File: config.mk
export PLATFORM = sky130hd
export DESIGN_NAME = dmem_access_ctrl
export DESIGN_NICKNAME = d
export VERILOG_FILES = /design/src/rtl/dmem_access_ctrl.sv
export SDC_FILE = /design/constraint.sdc
export NUM_CORES = 1
export LEC_CHECK = 0
export BUFFER_PORTS_ARGS = -buffer_cell sky130_fd_sc_hd__buf_4
export CAP_MARGIN = 0
export CORE_ASPECT_RATIO = 1.5
export CORE_UTILIZATION = 30
export DETAILED_ROUTE_END_ITERATION = 12
export GPL_TIMING_DRIVEN = 0
export HOLD_SLACK_MARGIN = 0.05
export PLACE_DENSITY = 0.62
export SKIP_CTS_REPAIR_TIMING = 1
export SYNTH_ARGS = -nofsm -noshare
export SYNTH_HDL_FRONTEND = slang
export SYNTH_SLANG_ARGS = --single-unit
File: constraint.sdc
create_clock -name clk -period 12.6 [get_ports clk]
set_clock_uncertainty 0.05 [all_clocks]
set_input_delay 2.52 -clock clk [delete_from_list [all_inputs] [get_ports clk]]
set_output_delay 2.52 -clock clk [all_outputs]
set_load 0.005 [all_outputs]
File: src/rtl/dmem_access_ctrl.sv
// Two-port data-memory sequencer: byte/half/word RMW on a word-wide memory; DMEM_MISALIGN_EN enables two-word split accesses.
// Latency grant->rsp: 2 cycles aligned, 3 split, 1 on error; one request in flight.
// Backpressure: reqN_ready pulses only in IDLE on grant; requesters hold their request until ready.
module dmem_access_ctrl #(
   parameter int DMEM_POWER = 18
) (
   input  logic        clk,
   input  logic        rst,
   input  logic        req0_valid,
   output logic        req0_ready,
   input  logic        req0_we,
   input  logic [2:0]  req0_size,
   input  logic [31:0] req0_addr,
   input  logic [31:0] req0_wdata,
   input  logic        req1_valid,
   output logic        req1_ready,
   input  logic        req1_we,
   input  logic [2:0]  req1_size,
   input  logic [31:0] req1_addr,
   input  logic [31:0] req1_wdata,
   output logic        rsp0_valid,
   output logic        rsp1_valid,
   output logic [31:0] rsp_rdata,
   output logic        rsp_err,
   output logic        mem_we,
   output logic [31:0] mem_a,
   output logic [31:0] mem_wd,
   output logic [2:0]  mem_memsize,
   input  logic [31:0] mem_rd
);
   typedef enum logic [1:0] {IDLE, ACC0, ACC1, RESP} state_t;
   typedef struct packed {
      logic        we;
      logic [2:0]  size;
      logic [31:0] addr;
      logic [31:0] wdata;
   } req_t;

   localparam logic [32:0] ADDR_LIMIT = 33'd1 << (DMEM_POWER + 2);
`ifdef DMEM_MISALIGN_EN
   localparam int RBW = 64;
`else
   localparam int RBW = 32;
`endif

   function automatic logic [2:0] nbytes(input logic [1:0] sz);
      case (sz)
         2'b00:   nbytes = 3'd1;
         2'b01:   nbytes = 3'd2;
         default: nbytes = 3'd4;
      endcase
   endfunction

   function automatic logic [3:0] byte_mask(input logic [1:0] sz);
      case (sz)
         2'b00:   byte_mask = 4'b0001;
         2'b01:   byte_mask = 4'b0011;
         default: byte_mask = 4'b1111;
      endcase
   endfunction

   function automatic logic [31:0] merge(input logic [31:0] rd, input logic [31:0] dat,
                                         input logic [3:0] mask);
      for (int i = 0; i < 4; i++)
         merge[8*i +: 8] = mask[i] ? dat[8*i +: 8] : rd[8*i +: 8];
   endfunction

   function automatic logic [31:0] extend(input logic [31:0] raw, input logic [2:0] sz);
      case (sz)
         3'b000:  extend = {{24{raw[7]}}, raw[7:0]};
         3'b001:  extend = {{16{raw[15]}}, raw[15:0]};
         3'b100:  extend = {24'd0, raw[7:0]};
         3'b101:  extend = {16'd0, raw[15:0]};
         default: extend = raw;
      endcase
   endfunction

   state_t         state_q, state_d;
   req_t           req_q, req_d, req_in;
   logic           port_q, port_d, prio_q, prio_d, err_q, err_d;
   logic [RBW-1:0] rbuf_q, rbuf_d;
   logic           gnt_vld, gnt_sel, in_err;
   logic [32:0]    last_byte;
   logic [31:0]    raw;

   // Both valid: the favoured port wins; otherwise whichever is valid.
   assign gnt_vld = req0_valid | req1_valid;
   assign gnt_sel = (req0_valid & req1_valid) ? prio_q : req1_valid;
   assign req_in  = gnt_sel ? {req1_we, req1_size, req1_addr, req1_wdata}
                            : {req0_we, req0_size, req0_addr, req0_wdata};
   assign last_byte = {1'b0, req_in.addr} + {30'd0, nbytes(req_in.size[1:0])} - 33'd1;

`ifdef DMEM_MISALIGN_EN
   logic [7:0]  lane_mask;
   logic [63:0] lane_data;
   logic        span;
   assign lane_mask = {4'b0000, byte_mask(req_q.size[1:0])} << req_q.addr[1:0];
   assign lane_data = {32'd0, req_q.wdata} << {req_q.addr[1:0], 3'b000};
   assign span      = ({1'b0, req_q.addr[1:0]} + nbytes(req_q.size[1:0])) > 3'd4;
   assign in_err    = (req_in.size == 3'b011) || (req_in.size[2] && req_in.size[1]) ||
                      (req_in.we && req_in.size[2]) || (last_byte >= ADDR_LIMIT);
`else
   logic [3:0]  lane_mask;
   logic [31:0] lane_data;
   assign lane_mask = byte_mask(req_q.size[1:0]) << req_q.addr[1:0];
   assign lane_data = req_q.wdata << {req_q.addr[1:0], 3'b000};
   assign in_err    = (req_in.size == 3'b011) || (req_in.size[2] && req_in.size[1]) ||
                      (req_in.we && req_in.size[2]) || (last_byte >= ADDR_LIMIT) ||
                      (({1'b0, req_in.addr[1:0]} + nbytes(req_in.size[1:0])) > 3'd4);
`endif

   assign raw         = 32'(rbuf_q >> {req_q.addr[1:0], 3'b000});
   assign mem_memsize = 3'b010;

   always_comb begin
      state_d    = state_q;
      req_d      = req_q;
      port_d     = port_q;
      prio_d     = prio_q;
      err_d      = err_q;
      rbuf_d     = rbuf_q;
      req0_ready = 1'b0;
      req1_ready = 1'b0;
      rsp0_valid = 1'b0;
      rsp1_valid = 1'b0;
      rsp_rdata  = 32'd0;
      rsp_err    = 1'b0;
      mem_we     = 1'b0;
      mem_a      = 32'd0;
      mem_wd     = 32'd0;
      if (!rst) begin
         case (state_q)
            IDLE: if (gnt_vld) begin
               req0_ready = ~gnt_sel;
               req1_ready = gnt_sel;
               req_d      = req_in;
               port_d     = gnt_sel;
               prio_d     = ~gnt_sel;
               err_d      = in_err;
               state_d    = in_err ? RESP : ACC0;
            end
            ACC0: begin
               mem_a = {req_q.addr[31:2], 2'b00};
               if (req_q.we) begin
                  mem_we = 1'b1;
                  mem_wd = merge(mem_rd, lane_data[31:0], lane_mask[3:0]);
               end else begin
                  rbuf_d[31:0] = mem_rd;
               end
`ifdef DMEM_MISALIGN_EN
               state_d = span ? ACC1 : RESP;
`else
               state_d = RESP;
`endif
            end
`ifdef DMEM_MISALIGN_EN
            ACC1: begin
               mem_a = {req_q.addr[31:2] + 30'd1, 2'b00};
               if (req_q.we) begin
                  mem_we = 1'b1;
                  mem_wd = merge(mem_rd, lane_data[63:32], lane_mask[7:4]);
               end else begin
                  rbuf_d[63:32] = mem_rd;
               end
               state_d = RESP;
            end
`endif
            RESP: begin
               rsp0_valid = ~port_q;
               rsp1_valid = port_q;
               rsp_err    = err_q;
               rsp_rdata  = (err_q || req_q.we) ? 32'd0 : extend(raw, req_q.size);
               state_d    = IDLE;
            end
            default: state_d = IDLE;
         endcase
      end
   end

   always_ff @(posedge clk) begin
      if (rst) begin
         state_q <= IDLE;
         req_q   <= '0;
         port_q  <= 1'b0;
         prio_q  <= 1'b0;
         err_q   <= 1'b0;
         rbuf_q  <= '0;
      end else begin
         state_q <= state_d;
         req_q   <= req_d;
         port_q  <= port_d;
         prio_q  <= prio_d;
         err_q   <= err_d;
         rbuf_q  <= rbuf_d;
      end
   end
endmodule

# Word level (Yosys, flattened, before mapping)
# Cells that the tools add are included.
# totals
register_bits,105
output_inout_bits,105
word_cells,79
# classes
n_addsub,3
n_lt_le_gt_ge,2
n_eq_ne,9
shift,3
mux,35
bitwise_logic,5
n_reduce_logical,13
# ops
op,n
$mux W32,8
$pmux W32 S4,1
$mux W68,1
$add A32 B3 Y33,1
$ge A33 B21 Y1 const B,1
$sub A33 B1 Y33 const B,1
$mux W8,4
$shl A32 B5 Y32,1
$shr A32 B5 Y32,1
$mux W1,16
$pmux W4 S2,1
$eq A2 B1 Y1 const B,3
$eq A3 B3 Y1 const B,2
$logic_not A2 Y1,3
$pmux W3 S2,1
$logic_or A1 B1 Y1,5
$mux W2,2
$pmux W2 S2,1
$reduce_and A2 Y1,2
$shl A4 B2 Y4,1
$add A2 B3 Y3,1
$eq A3 B1 Y1 const B,1
$eq A3 B2 Y1 const B,1
$gt A3 B3 Y1 const B,1
other kinds (7),10

# Logic depth before layout (Yosys ltp)
# Gate-level depths: netlist of the first run.
# depth
word_depth,13
mapped_depth,20

# Worst setup path before layout of the first run
# Ideal clock, no wire load.
# synth_timing
kind,input to output
start,input port rst
end,output port rsp_rdata[21]
arrival_ns,3.996
required_time_ns,10.030
path_slack_ns,6.034
cell_stages,8
path_buffers,3
path_cell_list,clkbuf_1 -> nor2b_1 -> nand2_1 -> or3_1 -> clkbuf_1 -> o21bai_1 -> clkbuf_1 -> a21oi_1
# synth_between
elab_chain_len,1
# synth_rtl
element,line_no,source
start: declaration,8,"input logic rst,"
$mux W32,131,if (!rst) begin
end: declaration,23,"output logic [31:0] rsp_rdata,"
# Every way passes these cells.

==> results of run 1 <==
worst reg2reg max path, stage by stage, from the launching register on:
cell,delay (ns)
dfxtp_1,0.31
nand2b_1,0.24
nand2_2,0.16
buf_2,0.37
buf_1,0.74
mux2i_1,0.57
inv_1,0.09
ha_1,0.30
inv_1,0.06
ha_1,0.17
inv_1,0.06
fa_1,0.35
nand2b_1,0.15
a21oi_1,0.18
o21ai_0,0.14
a21oi_1,0.40
o21ai_0,0.16
a221o_1,0.33
nor4_2,0.16
o2111ai_1,0.23
o21a_1,0.23
Yosys cell counts (5+ instances only):
library cell,number
mux2i_1,67
buf_2,5
o22ai_1,9
a211oi_1,59
mux4_2,8
ha_1,36
nor2_1,85
dfxtp_1,105
nand3_1,14
o21a_1,7
nand2_1,184
a221oi_1,8
mux2_2,9
nor3_1,11
o21ai_0,32
nand4_1,7
o211ai_1,7
buf_4,5
a22oi_1,32
a21oi_1,133
xnor2_1,5
clkbuf_1,64
nor2b_1,11
inv_1,48
nand2b_1,5
buf_1,5
and2_1,31
kinds of logic (layout without fill, tap and decap cells):
logic type / count (synthesis) / in the layout / synth area share (%)
other cells: 2 / 6 / 0.0969
mux: 84 / 84 / 12.3
fa+ha+maj: 38 / 38 / 6.33
compound gates: 317 / 317 / 26.1
buf+inv: 130 / 415 / 6.72
flops: 105 / 105 / 27.1
xor+xnor: 6 / 6 / 0.678
simple gates: 365 / 365 / 20.7
how the worst max path moves through the flow:
stage                     startpoint                  to  slack (ns)  cells after the start
after detailed placement  req0_valid  err_q$_SDFFE_PP0P_        4.73                     21
after global placement    req0_valid  err_q$_SDFFE_PP0P_        4.75                     21
after global routing      req0_valid  err_q$_SDFFE_PP0P_        4.73                     21
after CTS                 req0_valid  err_q$_SDFFE_PP0P_        5.10                     21
final                     req0_valid  err_q$_SDFFE_PP0P_        5.16                     21
after floorplan                  rst       rsp_rdata[21]        6.03                      8
area by class of cell:
class | instances | area [um2]
antenna | 1 | 2.50
buffer | 80 | 333
clock buffer | 9 | 225
clock inverter | 7 | 91.3
fill | 2733 | 14700
inverter | 50 | 188
multi-input combinational | 815 | 5140
sequential | 105 | 2100
tap | 328 | 410
timing repair buffer | 269 | 2020
where the power goes:
group / internal (uW) / leakage, uW / switching, uW / total, uW
sequential: 362 / 0.000864 / 27.9 / 390
clock: 144 / 0.000152 / 162 / 307
combinational: 163 / 0.00354 / 237 / 400
total: 670 / 0.00456 / 427 / 1100
metrics by stage:
step	power (uW)	util, %	worst slack (ns)	hold WS [ns]
finish	1100	41.7	5.16	0.406
global route	1160	41.6	4.73	0.419
CTS	1100	41.6	5.10	0.407
detailed placement	795	40.4	4.73	0.396
global placement	790	40.4	4.75	0.389
floorplan	646	-	6.03	0.379
sequential cells by signal, summed over array words and instances (netlist names):
| register | flops |
|---|---|
| state_q | 2 |
| port_q | 1 |
| err_q | 1 |
| rbuf_q | 32 |
| prio_q | 1 |
| req_q | 68 |
layer usage:
metal  vias up  global-route usage, %  part of all wire, %
li1       4281                      -                    -
met1      4135                   24.7                   36
met2       359                   47.2                   54
met3        67                   3.54                  5.6
met4         2                   10.1                  4.1
met5         -                      0                0.031
==> impl_metrics.py, run 1 <==
metrics = {
    "outcome": {
        "status": "complete, no violations",
    },
    "route": {
        "drtIter0Drc": 459,
        "firstDrtPassIters": 5,
        "routed_via_density": 5.31,
        "vias": 8844,
        "wire_per_inst_um": 19.4,
        "drc": 0,
        "totalWireLength_mm": 32.3,
        "ant_nets": 0,
    },
    "power_and_ir_drop": {
        "power_density_nw_per_um2": 104,
        "vdd_drop_max_uv": 79.1,
        "p_leak_uw": 0.00456,
    },
    "placed_design": {
        "dpl.cell_count": 1647,
        "hpwl_mm": 26.6,
        "place_congestion": 0.944,
        "portBuffers": 269,
        "dpl-instance-area_um2": 10200,
    },
    "setup_path": {
        "startpoint_type": "primary input",
        "critPathTopFamily": "compound AO/OA/AOI/OAI gates",
        "crit_buf_inv": 6,
        "criticalPathCategory": "primary input to register",
        "r2r_cells": 20,
        "end_kind": "register",
        "worstPathArrival_ns": 7.65,
        "r2r_start": "prio_q$_SDFFE_PP0P_",
        "crit_path_max_incr_delay_ns": 0.73,
        "worst_path_max_delay_cell": "buf_1",
        "cp_data_required_time_ns": 12.81,
        "worstPathCellList": "buf_4 > nand2b_1 > nand2_2 > buf_2 > buf_1 > mux2i_1 > inv_1 > ha_1 > inv_1 > ha_1 > inv_1 > fa_1 > nand2b_1 > a21oi_1 > o21ai_0 > a21oi_1 > o21ai_0 > a221o_1 > nor4_2 > o2111ai_1 > o21a_1",
        "r2r_slack_ns": 7.03,
        "r2r_end": "err_q$_SDFFE_PP0P_",
        "crit_top_cell": "inv_1",
        "cp_max_fo": 10,
    },
    "layout": {
        "most-common-layout-cells": "buf_4 (274), nand2_1 (184), a21oi_1 (133)",
        "final_area_um2": 10500,
        "fin_nets": 1540,
        "syn2layout_area_growth_pct": 35.6,
        "drive_above_1_share_pct": 24.4,
        "finalNonFillerCells": 1664,
        "final_common_cell": "buf_4",
    },
    "clocking": {
        "worstSkewPairLatency_ns": 0.36,
        "clk_path_buf_depth": 2,
        "cts-root-buf": "clkbuf_16",
        "cts.sinks": 105,
        "cts.htree.levels": 3,
        "cts_tree": "yes",
        "cts_buffers": 9,
        "clk_pin_slew_worst_paths_ns": 0.08,
    },
    "die": {
        "die_x_um": 133,
        "die_y_um": 199,
        "rows": 71,
        "ioPinCount": 277,
        "die_area_um2": 26500,
        "start_util_pct": 30.7,
        "core_area_um2": 25200,
    },
    "logic_synthesis": {
        "avgSynthCellArea_um2": 7.40,
        "synth_seq_area_share_pct": 27.1,
        "netlist_area_um2": 7750,
        "synth.area.top_cells": "dfxtp_1 (27%), nand2_1 (8.9%), mux2i_1 (8.7%)",
        "synth_edf_count": 0,
        "synthFlopType": "dfxtp_1",
        "synthDistinctLibCells": 61,
        "synth-seq-cells": 105,
        "synth_area_leader_cell": "dfxtp_1",
        "ys_warn_count": 0,
        "ys_async_sr_fraction_pct": 0,
        "synth_cells": 1047,
        "synth_top_area_share_pct": 27.1,
    },
    "sta": {
        "period_share_pct": 59.0,
        "max_freq_mhz": 134,
        "setup_tns_ns": 0,
        "period_needed_ns": 7.44,
        "slew_violations": 0,
        "slew_headroom_pct": 30.2,
        "max_slew.worst_pin.slew_ns": 1.04,
        "setup_violations": 0,
        "hold_violations": 0,
        "rsz0062_at_grt": "false",
    },
    "grt": {
        "grt_pass1_wl_mm": 47.8,
        "antenna_found_initial": 1,
        "grt_overflow": 0,
        "grt_usage_pct": 23.9,
        "first_global_vias": 8398,
        "grt_start_max_net_pins": 23,
    },
    "worst_hold_path": {
        "holdPathStages": 2,
        "hp-class": "register to register",
        "hold_end": "rbuf_q[1]$_SDFFE_PP0P_",
        "hold_start": "rbuf_q[1]$_SDFFE_PP0P_",
    },
    "flow_run": {
        "maxCapViolations": 0,
    },
}
No activity file was read; power rests on OpenSTA's default activity.
==> run 2, diff against run 1 <==
Settings changed: ABC_AREA from default to 1.
Clock period 12.6 ns to 6.2 ns, I/O delays scaled along.
==> impl_metrics.py, run 2 <==
metrics = {
    "layout": {
        "final_area_um2": 11800,
        "reg_top3": "req_q: 68 flops, rbuf_q: 32 flops, state_q: 2 flops",
        "final_common_cell": "nand2_1",
        "insertedDiodeCount": 0,
        "largest_reg_flops": 68,
        "most-common-layout-cells": "nand2_1 (393), inv_1 (276), buf_4 (275)",
        "largest_register": "req_q",
        "drive_above_1_share_pct": 20.8,
        "final.fill_count": 3391,
        "final_core_util_pct": 40.1,
        "finalNonFillerCells": 2254,
        "syn2layout_area_growth_pct": 31.1,
        "fin_nets": 2065,
    },
    "clocking": {
        "cts.sinks": 105,
        "cts-root-buf": "clkbuf_16",
        "clk_path_buf_depth": 2,
        "worstSkewPairLatency_ns": 0.37,
        "cts.htree.levels": 3,
        "clk_pin_slew_worst_paths_ns": 0.08,
        "cts_tree": "yes",
        "cts_buffers": 9,
    },
    "die": {
        "die_y_um": 214,
        "rows": 77,
        "start_util_pct": 30.6,
        "die_x_um": 144,
        "core_area_um2": 29500,
        "die_area_um2": 30800,
        "ioPinCount": 277,
    },
    "logic_synthesis": {
        "synth_area_leader_cell": "dfxtp_1",
        "synth_seq_area_share_pct": 23.3,
        "synth_top_area_share_pct": 23.3,
        "ys_async_sr_fraction_pct": 0,
        "yosys-top-cells-count": "nand2_1 (393), inv_1 (276), a21oi_1 (137)",
        "avgSynthCellArea_um2": 5.74,
        "synth_edf_count": 0,
        "synthFlopType": "dfxtp_1",
        "synth-seq-cells": 105,
        "netlist_area_um2": 9010,
        "ys_warn_count": 0,
        "synth.area.top_cells": "dfxtp_1 (23%), nand2_1 (16%), inv_1 (11%)",
        "synth_cells": 1571,
        "yosysMostFrequentCell": "nand2_1",
        "synthDistinctLibCells": 43,
    },
    "sta": {
        "slew_headroom_pct": 49.2,
        "period_needed_ns": 4.77,
        "max_freq_mhz": 209,
        "rsz0062_at_grt": "false",
        "slew_violations": 0,
        "hold_violations": 0,
        "period_share_pct": 77.0,
        "max_slew.worst_pin.slew_ns": 0.755,
        "setup_tns_ns": 0,
        "setup_violations": 0,
    },
    "setup_path": {
        "criticalPathCategory": "primary input to primary output",
        "end_kind": "primary output",
        "cp_max_fo": 10,
        "startpoint_type": "primary input",
        "crit_buf_inv": 5,
        "worstPathArrival_ns": 3.48,
        "worstPathCellList": "clkbuf_1 > inv_1 > nand2_2 > nor3_2 > inv_2 > clkbuf_1 > a211oi_1 > buf_4",
        "critPathTopFamily": "buffers and inverters",
        "crit_path_max_incr_delay_ns": 0.52,
        "worst_path_max_delay_cell": "nor3_2",
        "cp_data_required_time_ns": 4.91,
        "crit_top_cell": "clkbuf_1",
    },
    "flow_run": {
        "maxCapViolations": 0,
    },
    "power_and_ir_drop": {
        "total_power_uw": 2430,
        "power_density_nw_per_um2": 206,
        "p_leak_uw": 0.00611,
        "vdd_drop_max_uv": 124,
    },
    "grt": {
        "grt_usage_pct": 26.2,
        "grt_overflow": 0,
        "first_global_vias": 10700,
        "antenna_found_initial": 0,
        "grt_pass1_wl_mm": 59.5,
        "grt_start_max_net_pins": 19,
    },
    "route": {
        "wire_per_inst_um": 17.9,
        "drtIter0Drc": 673,
        "firstDrtPassIters": 7,
        "ant_nets": 0,
        "drc": 0,
        "totalWireLength_mm": 40.3,
        "vias": 11100,
        "routed_via_density": 4.91,
    },
    "placed_design": {
        "hpwl_mm": 34.3,
        "dpl.cell_count": 2239,
        "dpl-instance-area_um2": 11500,
        "place_congestion": 1.00,
        "portBuffers": 270,
    },
    "outcome": {
        "status": "complete, no violations",
    },
    "worst_hold_path": {
        "hp-class": "register to register",
    },
}
run 2: cell families after synthesis:
logic type	count (synthesis)	synth area share, %
AND/OR/NAND/NOR	679	31.9
buffers and inverters	381	16.5
AO/OA/AOI/OAI	365	22.7
flip-flops	105	23.3
adder cells (fa/ha/maj)	38	5.44
other	2	0.0833
multiplexers	1	0.111
run 2: worst reg2reg max path, cell delays in order, from the launching register on:
cell and delay [ns]:
dfxtp_1 0.31, inv_1 0.05, nand2_1 0.06, nand2_2 0.15, buf_2 0.28, buf_2 0.24
o21ai_0 0.51, ha_1 0.33, inv_1 0.06, ha_1 0.26, inv_1 0.08, fa_1 0.36
inv_1 0.10, nand3_1 0.07, nand3_1 0.12, nand2_1 0.06, nand2_1 0.05, nand2_1 0.09
nand4_1 0.10, nand2_1 0.06, nor2_1 0.14, nand2_1 0.08, nor2_2 0.12, nand3_1 0.08
nand2_1 0.07, inv_1 0.03
run 2: per-stage QoR:
stage	setup slack, ns	hold WS [ns]
floorplan	2.23	0.389
global placement	1.21	0.409
detailed placement	1.18	0.418
CTS	1.40	0.430
global route	1.22	0.459
finish	1.43	0.429
run 2: path summary, 6_finish.rpt:
path / start / endpoint / slack [ns] / cells after the start
setup / recovery: rst / mem_wd[29] / 1.43 / 8
hold / removal: prio_q$_SDFFE_PP0P_ / prio_q$_SDFFE_PP0P_ / 0.43 / 2
setup reg to reg: prio_q$_SDFFE_PP0P_ / state_q[1]$_SDFFE_PP0P_ / 2.20 / 25
hold reg to reg: prio_q$_SDFFE_PP0P_ / prio_q$_SDFFE_PP0P_ / 0.43 / 2
run 2: cell type report:
| cell class | instances | area [um2] | share of cell area (%) |
|---|---|---|---|
| Clock buffer | 9 | 225 | 1.90 |
| Multi-Input combinational cell | 1088 | 5430 | 46.0 |
| Inverter | 299 | 1120 | 9.49 |
| Clock inverter | 6 | 50.0 | 0.423 |
| Buffer | 82 | 369 | 3.12 |
| Timing Repair Buffer | 270 | 2030 | 17.1 |
| Tap cell | 395 | 494 | 4.18 |
| Sequential cell | 105 | 2100 | 17.8 |
run 2: report_power, final:
group          internal (uW)  switching, uW
combinational            368            703
sequential               743           40.4
clock                    278            300
total                   1390           1040
run 2: metal layers:
metal | track usage [%] | vias up | wire length, um | part of all wire, %
met1 | 25.8 | 5030 | 14400 | 36
met4 | 15.9 | 0 | 2500 | 6.2
met2 | 51.1 | 420 | 21600 | 54
met3 | 2.66 | 111 | 1770 | 4.4
li1 | - | 5509 | - | -
met5 | 0 | - | 0 | 0
